## config.mk

```make
export PLATFORM = sky130hd
export DESIGN_NAME = hazard_unit_flat
export DESIGN_NICKNAME = d
export VERILOG_FILES = /design/src/rtl/hazard_unit_pkg.sv /design/src/rtl/hazard_unit_if.sv /design/src/rtl/hazard_unit_div_handshake.sv /design/src/rtl/hazard_unit.sv /design/src/flat_wrapper.sv
export SDC_FILE = /design/constraint.sdc
export NUM_CORES = 1
export LEC_CHECK = 0
export CAP_MARGIN = 20
export CORE_UTILIZATION = 55
export DETAILED_ROUTE_END_ITERATION = 8
export DONT_BUFFER_PORTS = 1
export PLACE_DENSITY = 0.7
export SETUP_SLACK_MARGIN = 0.2
export SLEW_MARGIN = 20
export SYNTH_ARGS = -nofsm -noshare
export SYNTH_HDL_FRONTEND = slang
export SYNTH_HIERARCHICAL = 1
export SYNTH_SLANG_ARGS = --single-unit
```

## constraint.sdc

```tcl
create_clock -name clk -period 2.05 [get_ports clk]
set_input_delay 0.205 -clock clk [delete_from_list [all_inputs] [get_ports clk]]
set_output_delay 0.205 -clock clk [all_outputs]
set_load 0.02 [all_outputs]
```

## src/rtl/hazard_unit_pkg.sv

```systemverilog
// Shared definitions for the hazard unit: forwarding selects, divider FSM states
// and the default register-number width.
package cpu_defs;

    localparam int unsigned REG_AW = 5;

    localparam logic [1:0] FWD_RF = 2'b00;
    localparam logic [1:0] FWD_W  = 2'b01;
    localparam logic [1:0] FWD_M  = 2'b10;

    typedef enum logic [1:0] {
        IDLE = 2'd0,
        BUSY = 2'd1,
        DONE = 2'd2
    } div_state_t;

endpackage

```

## src/rtl/hazard_unit_if.sv

```systemverilog
// Pipeline-side view of the hazard unit: stage register numbers and flags in,
// stalls, flushes, forwarding selects and divider handshake out.
interface hazard_if #(
    parameter int unsigned REG_AW = cpu_defs::REG_AW
);
    logic [REG_AW-1:0] rsD, rtD;
    logic              branchD, jrD, jalrD;
    logic [REG_AW-1:0] rsE, rtE, writeregE;
    logic              regwriteE, memtoregE;
    logic [REG_AW-1:0] writeregM;
    logic              regwriteM, memtoregM;
    logic [REG_AW-1:0] writeregW;
    logic              regwriteW;
    logic              div_reqE, div_done, except_validM;

    logic              div_start, div_abort;
    logic              stallF, stallD, stallE;
    logic              flushD, flushE, flushM, flushW;
    logic              forwardAD, forwardBD;
    logic [1:0]        forwardAE, forwardBE;

    modport master (
        output rsD, rtD, branchD, jrD, jalrD, rsE, rtE, writeregE, regwriteE, memtoregE,
               writeregM, regwriteM, memtoregM, writeregW, regwriteW,
               div_reqE, div_done, except_validM,
        input  div_start, div_abort, stallF, stallD, stallE,
               flushD, flushE, flushM, flushW, forwardAD, forwardBD, forwardAE, forwardBE
    );

    modport slave (
        input  rsD, rtD, branchD, jrD, jalrD, rsE, rtE, writeregE, regwriteE, memtoregE,
               writeregM, regwriteM, memtoregM, writeregW, regwriteW,
               div_reqE, div_done, except_validM,
        output div_start, div_abort, stallF, stallD, stallE,
               flushD, flushE, flushM, flushW, forwardAD, forwardBD, forwardAE, forwardBE
    );
endinterface

```

## src/rtl/hazard_unit_div_handshake.sv

```systemverilog
// Launch/abort handshake with the multi-cycle divider in E; holds the pipeline
// while a divide is outstanding.
module div_handshake
    import cpu_defs::*;
(
    input  logic clk,
    input  logic resetn,
    input  logic div_req_i,
    input  logic div_done_i,
    input  logic except_valid_i,
    output logic div_start_o,
    output logic div_abort_o,
    output logic div_stall_o
);

    div_state_t state_q, state_d;

    always_ff @(posedge clk or negedge resetn) begin
        if (!resetn) begin
            state_q <= IDLE;
        end else begin
            state_q <= state_d;
        end
    end

    always_comb begin
        state_d     = state_q;
        div_start_o = 1'b0;
        div_abort_o = 1'b0;
        div_stall_o = 1'b0;
        unique case (state_q)
            IDLE: begin
                div_stall_o = div_req_i;
                if (div_req_i && !except_valid_i) begin
                    div_start_o = 1'b1;
                    state_d     = BUSY;
                end
            end
            BUSY: begin
                div_stall_o = !div_done_i;
                // An exception beats a completing divide; its result is dropped.
                if (except_valid_i) begin
                    div_abort_o = 1'b1;
                    state_d     = IDLE;
                end else if (div_done_i) begin
                    state_d = DONE;
                end
            end
            DONE: begin
                // The departing divide is still in E here, so no relaunch.
                state_d = IDLE;
            end
            default: state_d = IDLE;
        endcase
    end

endmodule

```

## src/rtl/hazard_unit.sv

```systemverilog
// Stall, flush and forwarding generation for the 5-stage pipeline, with the
// divider handshake as a sub-block.
module hazard_unit
    import cpu_defs::*;
#(
    parameter int unsigned REG_AW = cpu_defs::REG_AW
) (
    input logic     clk,
    input logic     resetn,
    hazard_if.slave hz
);

    logic div_stall, lwstall, brstall, branch_like;

    // Register 0 is hard-wired, so it never creates a dependency.
    function automatic logic reg_match(logic [REG_AW-1:0] a, logic [REG_AW-1:0] b);
        return (a != '0) && (a == b);
    endfunction

    div_handshake u_div_handshake (
        .clk            (clk),
        .resetn         (resetn),
        .div_req_i      (hz.div_reqE),
        .div_done_i     (hz.div_done),
        .except_valid_i (hz.except_validM),
        .div_start_o    (hz.div_start),
        .div_abort_o    (hz.div_abort),
        .div_stall_o    (div_stall)
    );

    always_comb begin
        hz.forwardAE = FWD_RF;
        if (hz.regwriteM && reg_match(hz.writeregM, hz.rsE)) begin
            hz.forwardAE = FWD_M;
        end else if (hz.regwriteW && reg_match(hz.writeregW, hz.rsE)) begin
            hz.forwardAE = FWD_W;
        end
        hz.forwardBE = FWD_RF;
        if (hz.regwriteM && reg_match(hz.writeregM, hz.rtE)) begin
            hz.forwardBE = FWD_M;
        end else if (hz.regwriteW && reg_match(hz.writeregW, hz.rtE)) begin
            hz.forwardBE = FWD_W;
        end
        hz.forwardAD = hz.regwriteM && reg_match(hz.writeregM, hz.rsD);
        hz.forwardBD = hz.regwriteM && reg_match(hz.writeregM, hz.rtD);
    end

    assign branch_like = hz.branchD || hz.jrD || hz.jalrD;
    assign lwstall = hz.memtoregE &&
                     (reg_match(hz.writeregE, hz.rsD) || reg_match(hz.writeregE, hz.rtD));
    assign brstall = branch_like &&
        ((hz.regwriteE && (reg_match(hz.writeregE, hz.rsD) ||
                           reg_match(hz.writeregE, hz.rtD))) ||
         (hz.memtoregM && (reg_match(hz.writeregM, hz.rsD) ||
                           reg_match(hz.writeregM, hz.rtD))));

    always_comb begin
        hz.stallF = 1'b0;
        hz.stallD = 1'b0;
        hz.stallE = 1'b0;
        hz.flushD = 1'b0;
        hz.flushE = 1'b0;
        hz.flushM = 1'b0;
        hz.flushW = 1'b0;
        if (hz.except_validM) begin
            hz.flushD = 1'b1;
            hz.flushE = 1'b1;
            hz.flushM = 1'b1;
            hz.flushW = 1'b1;
        end else if (div_stall) begin
            // E is frozen on the divide, so M receives a bubble each cycle.
            hz.stallF = 1'b1;
            hz.stallD = 1'b1;
            hz.stallE = 1'b1;
            hz.flushM = 1'b1;
        end else if (lwstall || brstall) begin
            hz.stallF = 1'b1;
            hz.stallD = 1'b1;
            hz.flushE = 1'b1;
        end
    end

endmodule
```

## src/flat_wrapper.sv

```systemverilog
// flat-port wrapper written by rule: the top's interface ports become plain ports
module hazard_unit_flat import cpu_defs::*;
#(
    parameter int unsigned REG_AW = cpu_defs::REG_AW
)
  (clk, resetn, hz_rsD, hz_rtD, hz_branchD, hz_jrD, hz_jalrD, hz_rsE, hz_rtE, hz_writeregE, hz_regwriteE, hz_memtoregE, hz_writeregM, hz_regwriteM, hz_memtoregM, hz_writeregW, hz_regwriteW, hz_div_reqE, hz_div_done, hz_except_validM, hz_div_start, hz_div_abort, hz_stallF, hz_stallD, hz_stallE, hz_flushD, hz_flushE, hz_flushM, hz_flushW, hz_forwardAD, hz_forwardBD, hz_forwardAE, hz_forwardBE);
  hazard_if #(.REG_AW(REG_AW)) hz_i ();
  input logic clk;
  input logic resetn;
  input wire logic [$bits(hz_i.rsD)-1:0] hz_rsD;
  input wire logic [$bits(hz_i.rtD)-1:0] hz_rtD;
  input wire logic [$bits(hz_i.branchD)-1:0] hz_branchD;
  input wire logic [$bits(hz_i.jrD)-1:0] hz_jrD;
  input wire logic [$bits(hz_i.jalrD)-1:0] hz_jalrD;
  input wire logic [$bits(hz_i.rsE)-1:0] hz_rsE;
  input wire logic [$bits(hz_i.rtE)-1:0] hz_rtE;
  input wire logic [$bits(hz_i.writeregE)-1:0] hz_writeregE;
  input wire logic [$bits(hz_i.regwriteE)-1:0] hz_regwriteE;
  input wire logic [$bits(hz_i.memtoregE)-1:0] hz_memtoregE;
  input wire logic [$bits(hz_i.writeregM)-1:0] hz_writeregM;
  input wire logic [$bits(hz_i.regwriteM)-1:0] hz_regwriteM;
  input wire logic [$bits(hz_i.memtoregM)-1:0] hz_memtoregM;
  input wire logic [$bits(hz_i.writeregW)-1:0] hz_writeregW;
  input wire logic [$bits(hz_i.regwriteW)-1:0] hz_regwriteW;
  input wire logic [$bits(hz_i.div_reqE)-1:0] hz_div_reqE;
  input wire logic [$bits(hz_i.div_done)-1:0] hz_div_done;
  input wire logic [$bits(hz_i.except_validM)-1:0] hz_except_validM;
  output wire logic [$bits(hz_i.div_start)-1:0] hz_div_start;
  output wire logic [$bits(hz_i.div_abort)-1:0] hz_div_abort;
  output wire logic [$bits(hz_i.stallF)-1:0] hz_stallF;
  output wire logic [$bits(hz_i.stallD)-1:0] hz_stallD;
  output wire logic [$bits(hz_i.stallE)-1:0] hz_stallE;
  output wire logic [$bits(hz_i.flushD)-1:0] hz_flushD;
  output wire logic [$bits(hz_i.flushE)-1:0] hz_flushE;
  output wire logic [$bits(hz_i.flushM)-1:0] hz_flushM;
  output wire logic [$bits(hz_i.flushW)-1:0] hz_flushW;
  output wire logic [$bits(hz_i.forwardAD)-1:0] hz_forwardAD;
  output wire logic [$bits(hz_i.forwardBD)-1:0] hz_forwardBD;
  output wire logic [$bits(hz_i.forwardAE)-1:0] hz_forwardAE;
  output wire logic [$bits(hz_i.forwardBE)-1:0] hz_forwardBE;
  assign hz_i.rsD = hz_rsD;
  assign hz_i.rtD = hz_rtD;
  assign hz_i.branchD = hz_branchD;
  assign hz_i.jrD = hz_jrD;
  assign hz_i.jalrD = hz_jalrD;
  assign hz_i.rsE = hz_rsE;
  assign hz_i.rtE = hz_rtE;
  assign hz_i.writeregE = hz_writeregE;
  assign hz_i.regwriteE = hz_regwriteE;
  assign hz_i.memtoregE = hz_memtoregE;
  assign hz_i.writeregM = hz_writeregM;
  assign hz_i.regwriteM = hz_regwriteM;
  assign hz_i.memtoregM = hz_memtoregM;
  assign hz_i.writeregW = hz_writeregW;
  assign hz_i.regwriteW = hz_regwriteW;
  assign hz_i.div_reqE = hz_div_reqE;
  assign hz_i.div_done = hz_div_done;
  assign hz_i.except_validM = hz_except_validM;
  assign hz_div_start = hz_i.div_start;
  assign hz_div_abort = hz_i.div_abort;
  assign hz_stallF = hz_i.stallF;
  assign hz_stallD = hz_i.stallD;
  assign hz_stallE = hz_i.stallE;
  assign hz_flushD = hz_i.flushD;
  assign hz_flushE = hz_i.flushE;
  assign hz_flushM = hz_i.flushM;
  assign hz_flushW = hz_i.flushW;
  assign hz_forwardAD = hz_i.forwardAD;
  assign hz_forwardBD = hz_i.forwardBD;
  assign hz_forwardAE = hz_i.forwardAE;
  assign hz_forwardBE = hz_i.forwardBE;
  hazard_unit #(.REG_AW(REG_AW)) u_core (.clk(clk), .resetn(resetn), .hz(hz_i));
endmodule
```

* Word-level counts from Yosys, hierarchy flattened
Cells that the tools add are included.
Operators by class: add/sub/neg operators 0, multiply operators 0, div/mod/pow operators 0, $lt $le $gt $ge 0, equal/unequal tests 11, shifts and indexed selects 0, mux-type cells 21, bitwise logic cells 0, reduce and logical (&&, ||, !) cells 32
Operators by type and width (number):
- $eq 5x5->1 | 8
- $logic_and 1x1->1 | 19
- $reduce_bool 5->1 | 3
- $mux 1 | 14
- $mux 2 | 5
- $logic_or 1x1->1 | 6
- $pmux 2 s2 | 1
- $ne 3x3->1 const B | 1
- $eq 2x1->1 const B | 1
- $logic_not 1->1 | 2
- $logic_not 2->1 | 1
- $ne 2x2->1 const B | 1
- $pmux 1 s2 | 1
- $reduce_and 2->1 | 1
Word-level totals: bits in registers 2, bits in latches 0, memory bits (writable) 0, bits in read-only memories 0, bits of input ports 48, output and inout port bits 15, memories kept 0

* Depth between registers and ports, before layout
Gate-level depths: netlist (run 1).
depth in word-level cells 10, gate-level depth with buffers 7, gate-level depth less buffers 5

* Modules after synthesis
The synthesis (run 1) kept the hierarchy.
Modules (own cells, without submodules):
- hazard_unit | instances 1, cells an instance 85, area each 648.1 um2
- div_handshake | instances 1, cells an instance 10, area each 110.1 um2

* Least setup slack after synthesis (run 1)
OpenSTA, ideal clock, no wires.
kind in2out, start input hz_writeregM[4], end output hz_forwardAE[0], arrival 1.699 ns, data required time 1.845 ns, path slack 0.146 ns, cell stages on the path 5, buffers on the path 1, cells stage by stage buf_2 -> or4_4 -> o21ai_4 -> nor4_2 -> nor4_2
Between the ends: word-level cells in the longest chain between the ends 4, elaborated cells between the ends (all ways) 5, those cells by class eq/ne: 1; mux: 1; reduce/logical: 3
RTL lines:
- from (decl) | RTL line flat_wrapper.sv:20 | input wire logic [$bits(hz_i.writeregM)-1:0] hz_writeregM;
- $eq 5x5->1 or $reduce_bool 5->1 (tied branches) | RTL line hazard_unit.sv:17 | return (a != '0) && (a == b);
- $logic_and 1x1->1 * | RTL line hazard_unit.sv:17
- $logic_and 1x1->1 * | RTL line hazard_unit.sv:33 | if (hz.regwriteM && reg_match(hz.writeregM, hz.rsE)) begin
- $mux 2 * | RTL line hazard_unit.sv:33
- to (decl) | RTL line flat_wrapper.sv:39 | output wire logic [$bits(hz_i.forwardAE)-1:0] hz_forwardAE;
Mark *: on every way between the ends. The rest lies on a longest branch, timed or not.

* Worst setup path in the final report (run 1)
start input hz_writeregM[1], end output hz_forwardAE[0]
Same word-level chain as after synthesis.

==> results of run 1 <==
through the flow:
stage                     power, mW  util (%)  worst slack (ns)  instance area [µm²]  hold slack, ns
final                         0.270      62.1             0.355                  798          0.0398
after global routing          0.292      62.1             0.283                  798          0.0365
after CTS                     0.275      62.1             0.342                  798          0.0326
after detailed placement      0.184      59.6             0.343                  766         -0.0906
after global placement        0.180      59.6             0.348                  766         -0.0906
after floorplan               0.189         -             0.219                  776         -0.0906
power groups by stage:
stage          Clock (mW)  Sequential [mW]  Combinational [mW]
2_1_floorplan           0           0.0440               0.145
3_3_place_gp            0           0.0444               0.136
5_1_grt            0.0911           0.0443               0.156
6_report           0.0841           0.0442               0.142
4_1_cts            0.0880           0.0441               0.142
3_5_place_dp            0           0.0446               0.140
final cells by class:
| type | count | area (µm²) |
|---|---|---|
| inverters | 1 | 3.75 |
| multi-input cells | 84 | 671 |
| flip-flops and latches | 2 | 50.0 |
| clock buffers | 3 | 22.5 |
| fillers | 135 | 487 |
| well taps | 15 | 18.8 |
| repair buffers | 4 | 32.5 |
worst max path at each step:
stage | startpoint | end | slack [ns] | depth (start not counted)
floorplan | hz_writeregM[4] | hz_stallF | 0.22 | 6
global placement | hz_writeregM[1] | hz_forwardBE[0] | 0.35 | 4
detailed placement | hz_writeregM[1] | hz_forwardAE[0] | 0.34 | 4
CTS | hz_writeregM[1] | hz_forwardAE[0] | 0.34 | 4
global route | hz_writeregM[1] | hz_forwardBE[0] | 0.28 | 4
finish | hz_writeregM[1] | hz_forwardAE[0] | 0.35 | 4
cells in the mapped netlist, types with 2 or more instances:
cell type   n  area share, %
nand2_1     4            2.0
a21oi_1     3            2.0
clkbuf_1    2           0.99
xor2_1     18             21
nor2_1      2           0.99
buf_4       3            3.0
a31oi_1     2            1.6
dfrtp_1     2            6.6
nand3_1     6            4.0
xnor2_1    22             25
o21ai_0     2            1.3
or4_1       3            3.0
nor3_1      5            3.3
buf_2       2            1.3
nor4_2      4            6.6
nor4_1      2            1.6
worst reg2reg max path, cell delays in order (launching register included):
cell and delay, ns:
dfrtp_1 0.39, nand2b_4 0.16, a211oi_2 0.17
layer usage:
metal	share of wire (%)	global-route usage (%)	vias to the layer above	wire, µm
li1	-	-	327	-
met1	37	23.1	273	607
met2	49	40.8	48	801
met3	12	3.47	2	197
met4	0.99	8.62	0	16
met5	0	0	-	0
placed cells by master (no fill, tap or decap), drive strengths merged:
cell type | netlist | final
a211oi | 1 | 1
a21oi | 3 | 3
a31oi | 2 | 2
and3b | 1 | 1
buf | 6 | 3
clkbuf | 2 | 3
dfrtp | 2 | 2
dlygate4sd3 | 0 | 1
inv | 1 | 1
nand2 | 4 | 4
nand2b | 2 | 2
nand3 | 6 | 6
nor2 | 2 | 2
nor3 | 5 | 5
nor4 | 6 | 6
o211ai | 1 | 1
o21ai | 3 | 3
o21bai | 1 | 1
o22ai | 1 | 1
or2 | 1 | 1
or3 | 1 | 1
or4 | 4 | 4
xnor2 | 22 | 22
xor2 | 18 | 18
what timing repair did:
action                                 CTS  global route
endpoints found under the hold margin    2             0
gates resized for setup                  0             0
hold buffers                             1             0
logic make-up after synthesis:
family	count (synthesis)	synth area share [%]
xor gates and xnor gates	40	46.2
buffers and inverters	9	7.26
DFF	2	6.60
and+or+nand+nor	32	28.4
AOI/OAI and AO/OA	12	11.6
==> impl_metrics.env, run 1 <==
export IMPL_gp_congestion=0.709
export IMPL_regMostFlops="u_core/u_div_handshake/state_q"
export IMPL_antenna_found_initial=0
export IMPL_drc=0
export IMPL_worst_pin_slew_ns=0.756
export IMPL_synth_seq_cells=2
export IMPL_cp_num_buf_inv=0
export IMPL_start_util_pct=59.0
export IMPL_dpl_cell_count=105
export IMPL_worst_ep_arrival_time_ns=1.49
export IMPL_row_count=13
export IMPL_criticalPathCategory="input port to primary output"
export IMPL_synth_ff_type="dfrtp_1"
export IMPL_sw_frac_of_total_pct=33.9
export IMPL_cts_tree="built"
export IMPL_finalHoldViolations=0
export IMPL_layoutNonFillerInstCount=109
export IMPL_rsz0062_at_grt="false"
export IMPL_drive_gt1_share_pct=16.0
export IMPL_avgSynthCellArea_um2=7.98
export IMPL_crit_chain="or4_4, o21ai_4, nor4_2, nor4_4"
export IMPL_numCtsBuffers=3
export IMPL_grt_overflow_total=0
export IMPL_synth_edf_count=0
export IMPL_nets=144
export IMPL_worstPathMaxFanout=5
export IMPL_cp_data_required_time_ns=1.85
export IMPL_clock_path_buffers=2
export IMPL_final_setup_tns_ns=0
export IMPL_fin_worst_skew_ns=0.00242
export IMPL_holdCritStartpoint="hz_except_validM"
export IMPL_routed_wl_um=1620
export IMPL_drt_initial_drc_count=9
export IMPL_cts_root_buf="clkbuf_4"
export IMPL_die_y_um=39.1
export IMPL_yosysSeqAreaShare_pct=6.60
export IMPL_max_vdd_ir_drop_mv=0.131
export IMPL_max_freq_ghz=0.590
export IMPL_largest_reg_flops=2
export IMPL_clock_sinks=2
export IMPL_synth_cells=95
export IMPL_period_share_pct=82.7
export IMPL_area_growth_pct=5.28
export IMPL_end_kind="primary output"
export IMPL_syn_nets=143
export IMPL_setup_violations=0
export IMPL_worst_r2r_setup_slack_ns=1.24
export IMPL_start_kind="input port"
export IMPL_cts_setup_buffers=0
export IMPL_switchingPower_mw=0.0915
export IMPL_p_seq_share_pct=16.4
export IMPL_core_area_um2=1280
export IMPL_period_minus_slack_ns=1.70
export IMPL_vias=650
export IMPL_hp_class="input port to flop"
export IMPL_yosys_warnings=6
export IMPL_clock_latency_ns=0.22
export IMPL_power_frac_clock_pct=31.1
export IMPL_io_buffers=0
export IMPL_whs_endpoint="u_core/u_div_handshake/state_q[0]"
export IMPL_async_flop_share_pct=100
export IMPL_drv_cap=0
export IMPL_ioPinCount=63
export IMPL_leakagePower_nw=0.260
export IMPL_wl_per_cell_um=14.9
export IMPL_top_regs="u_core/u_div_handshake/state_q (2)"
export IMPL_path_clk_slew_ns=0.03
export IMPL_r2r_end="u_core/u_div_handshake/state_q[0]"
export IMPL_comb_power_share_pct=52.5
export IMPL_grt_pass1_vias=657
export IMPL_ant_nets=0
export IMPL_track_usage_pct=21.6
export IMPL_internal_power_mw=0.178
export IMPL_r2r_start="u_core/u_div_handshake/state_q[0]"
export IMPL_via_per_inst=5.96
export IMPL_slew_violations=0
export IMPL_cp_slowest_stage_delay_ns=0.54
export IMPL_die_area_um2=1530
export IMPL_die_w_um=39.1
export IMPL_slowest_stage="or4_4"
export IMPL_p_per_area_nw_per_um2=338
export IMPL_htreeDepth=1
export IMPL_ff2ff_path_depth=2
export IMPL_dp_final_hpwl_um=1450
export IMPL_status="finished clean"
export IMPL_antennaDiodeCount=0
export IMPL_cpLargestDelayFamily="simple AND/OR/NAND/NOR gates"
export IMPL_firstDrtPassIters=4
export IMPL_synth_cell_area_um2=758
export IMPL_yosysUniqueCellTypes=29
export IMPL_grt_max_degree=11
export IMPL_min_path_cells=1
export IMPL_max_slew_margin_pct=49.2
export IMPL_grt_pass1_wl_um=2280
Note: power is estimated with default switching activity, not from simulation.
==> run 2, diff against run 1 <==
Clock period 2.05 ns to 1.7 ns, I/O delays scaled along.
==> impl_metrics.env, run 2 (synthesized netlist as in run 1, its figures left out) <==
export IMPL_status="finished clean"
export IMPL_worst_ep_arrival_time_ns=1.34
export IMPL_rsz0062_at_grt="true"
export IMPL_track_usage_pct=23.9
export IMPL_clock_sinks=2
export IMPL_min_path_cells=1
export IMPL_routed_wl_um=1770
export IMPL_wl_per_cell_um=15.8
export IMPL_whs_endpoint="u_core/u_div_handshake/state_q[1]"
export IMPL_ant_nets=0
export IMPL_final_setup_tns_ns=0
export IMPL_via_per_inst=5.84
export IMPL_max_vdd_ir_drop_mv=0.167
export IMPL_core_area_um2=1280
export IMPL_placed_area_um2=800
export IMPL_pre_cts_ws_ns=0.158
export IMPL_end_kind="primary output"
export IMPL_worst_pin_slew_ns=0.757
export IMPL_worst_r2r_setup_slack_ns=0.75
export IMPL_antennaDiodeCount=0
export IMPL_grt_overflow_total=0
export IMPL_grt_max_degree=11
export IMPL_r2r_start="u_core/u_div_handshake/state_q[0]"
export IMPL_layout_common_cells="xnor2_1 (22), xor2_1 (18), nand3_1 (6), buf_4 (5), nor3_1 (5)"
export IMPL_htreeDepth=1
export IMPL_io_buffers=0
export IMPL_setup_ws_ns=0.194
export IMPL_max_slew_margin_pct=49.1
export IMPL_period_share_pct=88.6
export IMPL_die_area_um2=1530
export IMPL_crit_chain="nand2b_1, a21oi_4, buf_4, or2_2"
export IMPL_design_area_um2=883
export IMPL_start_util_pct=59.0
export IMPL_row_count=13
export IMPL_finalHoldViolations=0
export IMPL_hold_slack_ns=0.0236
export IMPL_drive_gt1_share_pct=24.7
export IMPL_clock_latency_ns=0.22
export IMPL_max_freq_ghz=0.664
export IMPL_area_growth_pct=16.5
export IMPL_nets=147
export IMPL_p_per_area_nw_per_um2=404
export IMPL_drt_initial_drc_count=7
export IMPL_drv_cap=0
export IMPL_start_kind="flop"
export IMPL_slew_violations=0
export IMPL_cts_root_buf="clkbuf_4"
export IMPL_die_y_um=39.1
export IMPL_clock_path_buffers=2
export IMPL_grt_pass1_wl_um=2470
export IMPL_hp_class="input port to flop"
export IMPL_worstPathMaxFanout=4
export IMPL_slowest_stage="dfrtp_1"
export IMPL_leakagePower_nw=0.277
export IMPL_gp_congestion=0.719
export IMPL_path_clk_slew_ns=0.03
export IMPL_r2r_end="u_core/u_div_handshake/state_q[0]"
export IMPL_criticalPathCategory="flop to primary output"
export IMPL_firstDrtPassIters=4
export IMPL_holdCritStartpoint="hz_except_validM"
export IMPL_ioPinCount=63
export IMPL_cp_data_required_time_ns=1.53
export IMPL_largest_reg_flops=2
export IMPL_period_minus_slack_ns=1.51
export IMPL_grt_pass1_vias=627
export IMPL_dp_final_hpwl_um=1480
export IMPL_antenna_found_initial=0
export IMPL_setup_violations=0
export IMPL_cp_slowest_stage_delay_ns=0.39
export IMPL_numCtsBuffers=3
export IMPL_vias=654
export IMPL_regMostFlops="u_core/u_div_handshake/state_q"
export IMPL_ff2ff_path_depth=3
export IMPL_fin_worst_skew_ns=0.000967
export IMPL_cts_tree="built"
export IMPL_top_regs="u_core/u_div_handshake/state_q (2)"
export IMPL_num_fill_cells=109
export IMPL_drc=0
export IMPL_layout_commonest_cell="xnor2_1"
export IMPL_die_w_um=39.1
-- run 2: per-stage QoR --
step	util, %	cells	power, mW
detailed placement	62.2	104	0.233
global placement	62.2	104	0.230
CTS	68.0	111	0.361
finish	68.7	112	0.357
global route	68.7	112	0.384
floorplan	-	95	0.245
-- run 2: area by class of cell --
class                   instances  area [µm²]  share of cell area (%)
clock buffers                   3        22.5                    2.55
inverters                       1        3.75                   0.425
multi-input cells              84         731                    82.7
flip-flops and latches          2        50.0                    5.67
well taps                      15        18.8                    2.12
repair buffers                  7        57.6                    6.52
-- run 2: report_power, final --
part	total (mW)	internal, mW	switching (mW)
Sequential	0.0536	0.0505	0.00308
Combinational	0.200	0.103	0.0975
Clock	0.104	0.0777	0.0258
-- run 2: worst max-delay path: cells and delay by family, from the launching register on --
family                 cells  cell delay [ns]
AOI/OAI and AO/OA          1             0.08
and+or+nand+nor            2             0.50
buffers and inverters      1             0.14
DFF                        1             0.39
-- run 2: what timing repair did --
action | 4_1_cts | 5_1_grt
hold buffers | 1 | 1
pin swaps | 2 | 5
endpoints found under the hold margin | 2 | 1
buffers inserted | 3 | 0
endpoints found under the setup margin | 6 | 7
resized for setup | 5 | 0
-- run 2: worst max path at each step --
| stage | start | to | slack [ns] | cells after the start |
|---|---|---|---|---|
| 3_3_place_gp | hz_writeregM[4] | hz_forwardAE[0] | 0.17 | 4 |
| 6_report | u_core/u_div_handshake/state_q[0] | hz_flushM | 0.19 | 4 |
| 5_1_grt | u_core/u_div_handshake/state_q[0] | hz_stallF | 0.12 | 4 |
| 2_1_floorplan | hz_writeregM[4] | hz_stallF | 0.08 | 6 |
| 4_1_cts | u_core/u_div_handshake/state_q[0] | hz_stallF | 0.16 | 4 |
| 3_5_place_dp | hz_writeregM[4] | hz_forwardAE[0] | 0.16 | 4 |
-- run 2: layer usage --
| metal | global-route usage [%] | vias up | share of wire (%) |
|---|---|---|---|
| met3 | 4.62 | 0 | 9.9 |
| met5 | 0 | - | 0 |
| met2 | 41.3 | 35 | 52 |
| li1 | - | 333 | - |
| met4 | 12.9 | 0 | 0 |
| met1 | 27.0 | 286 | 38 |
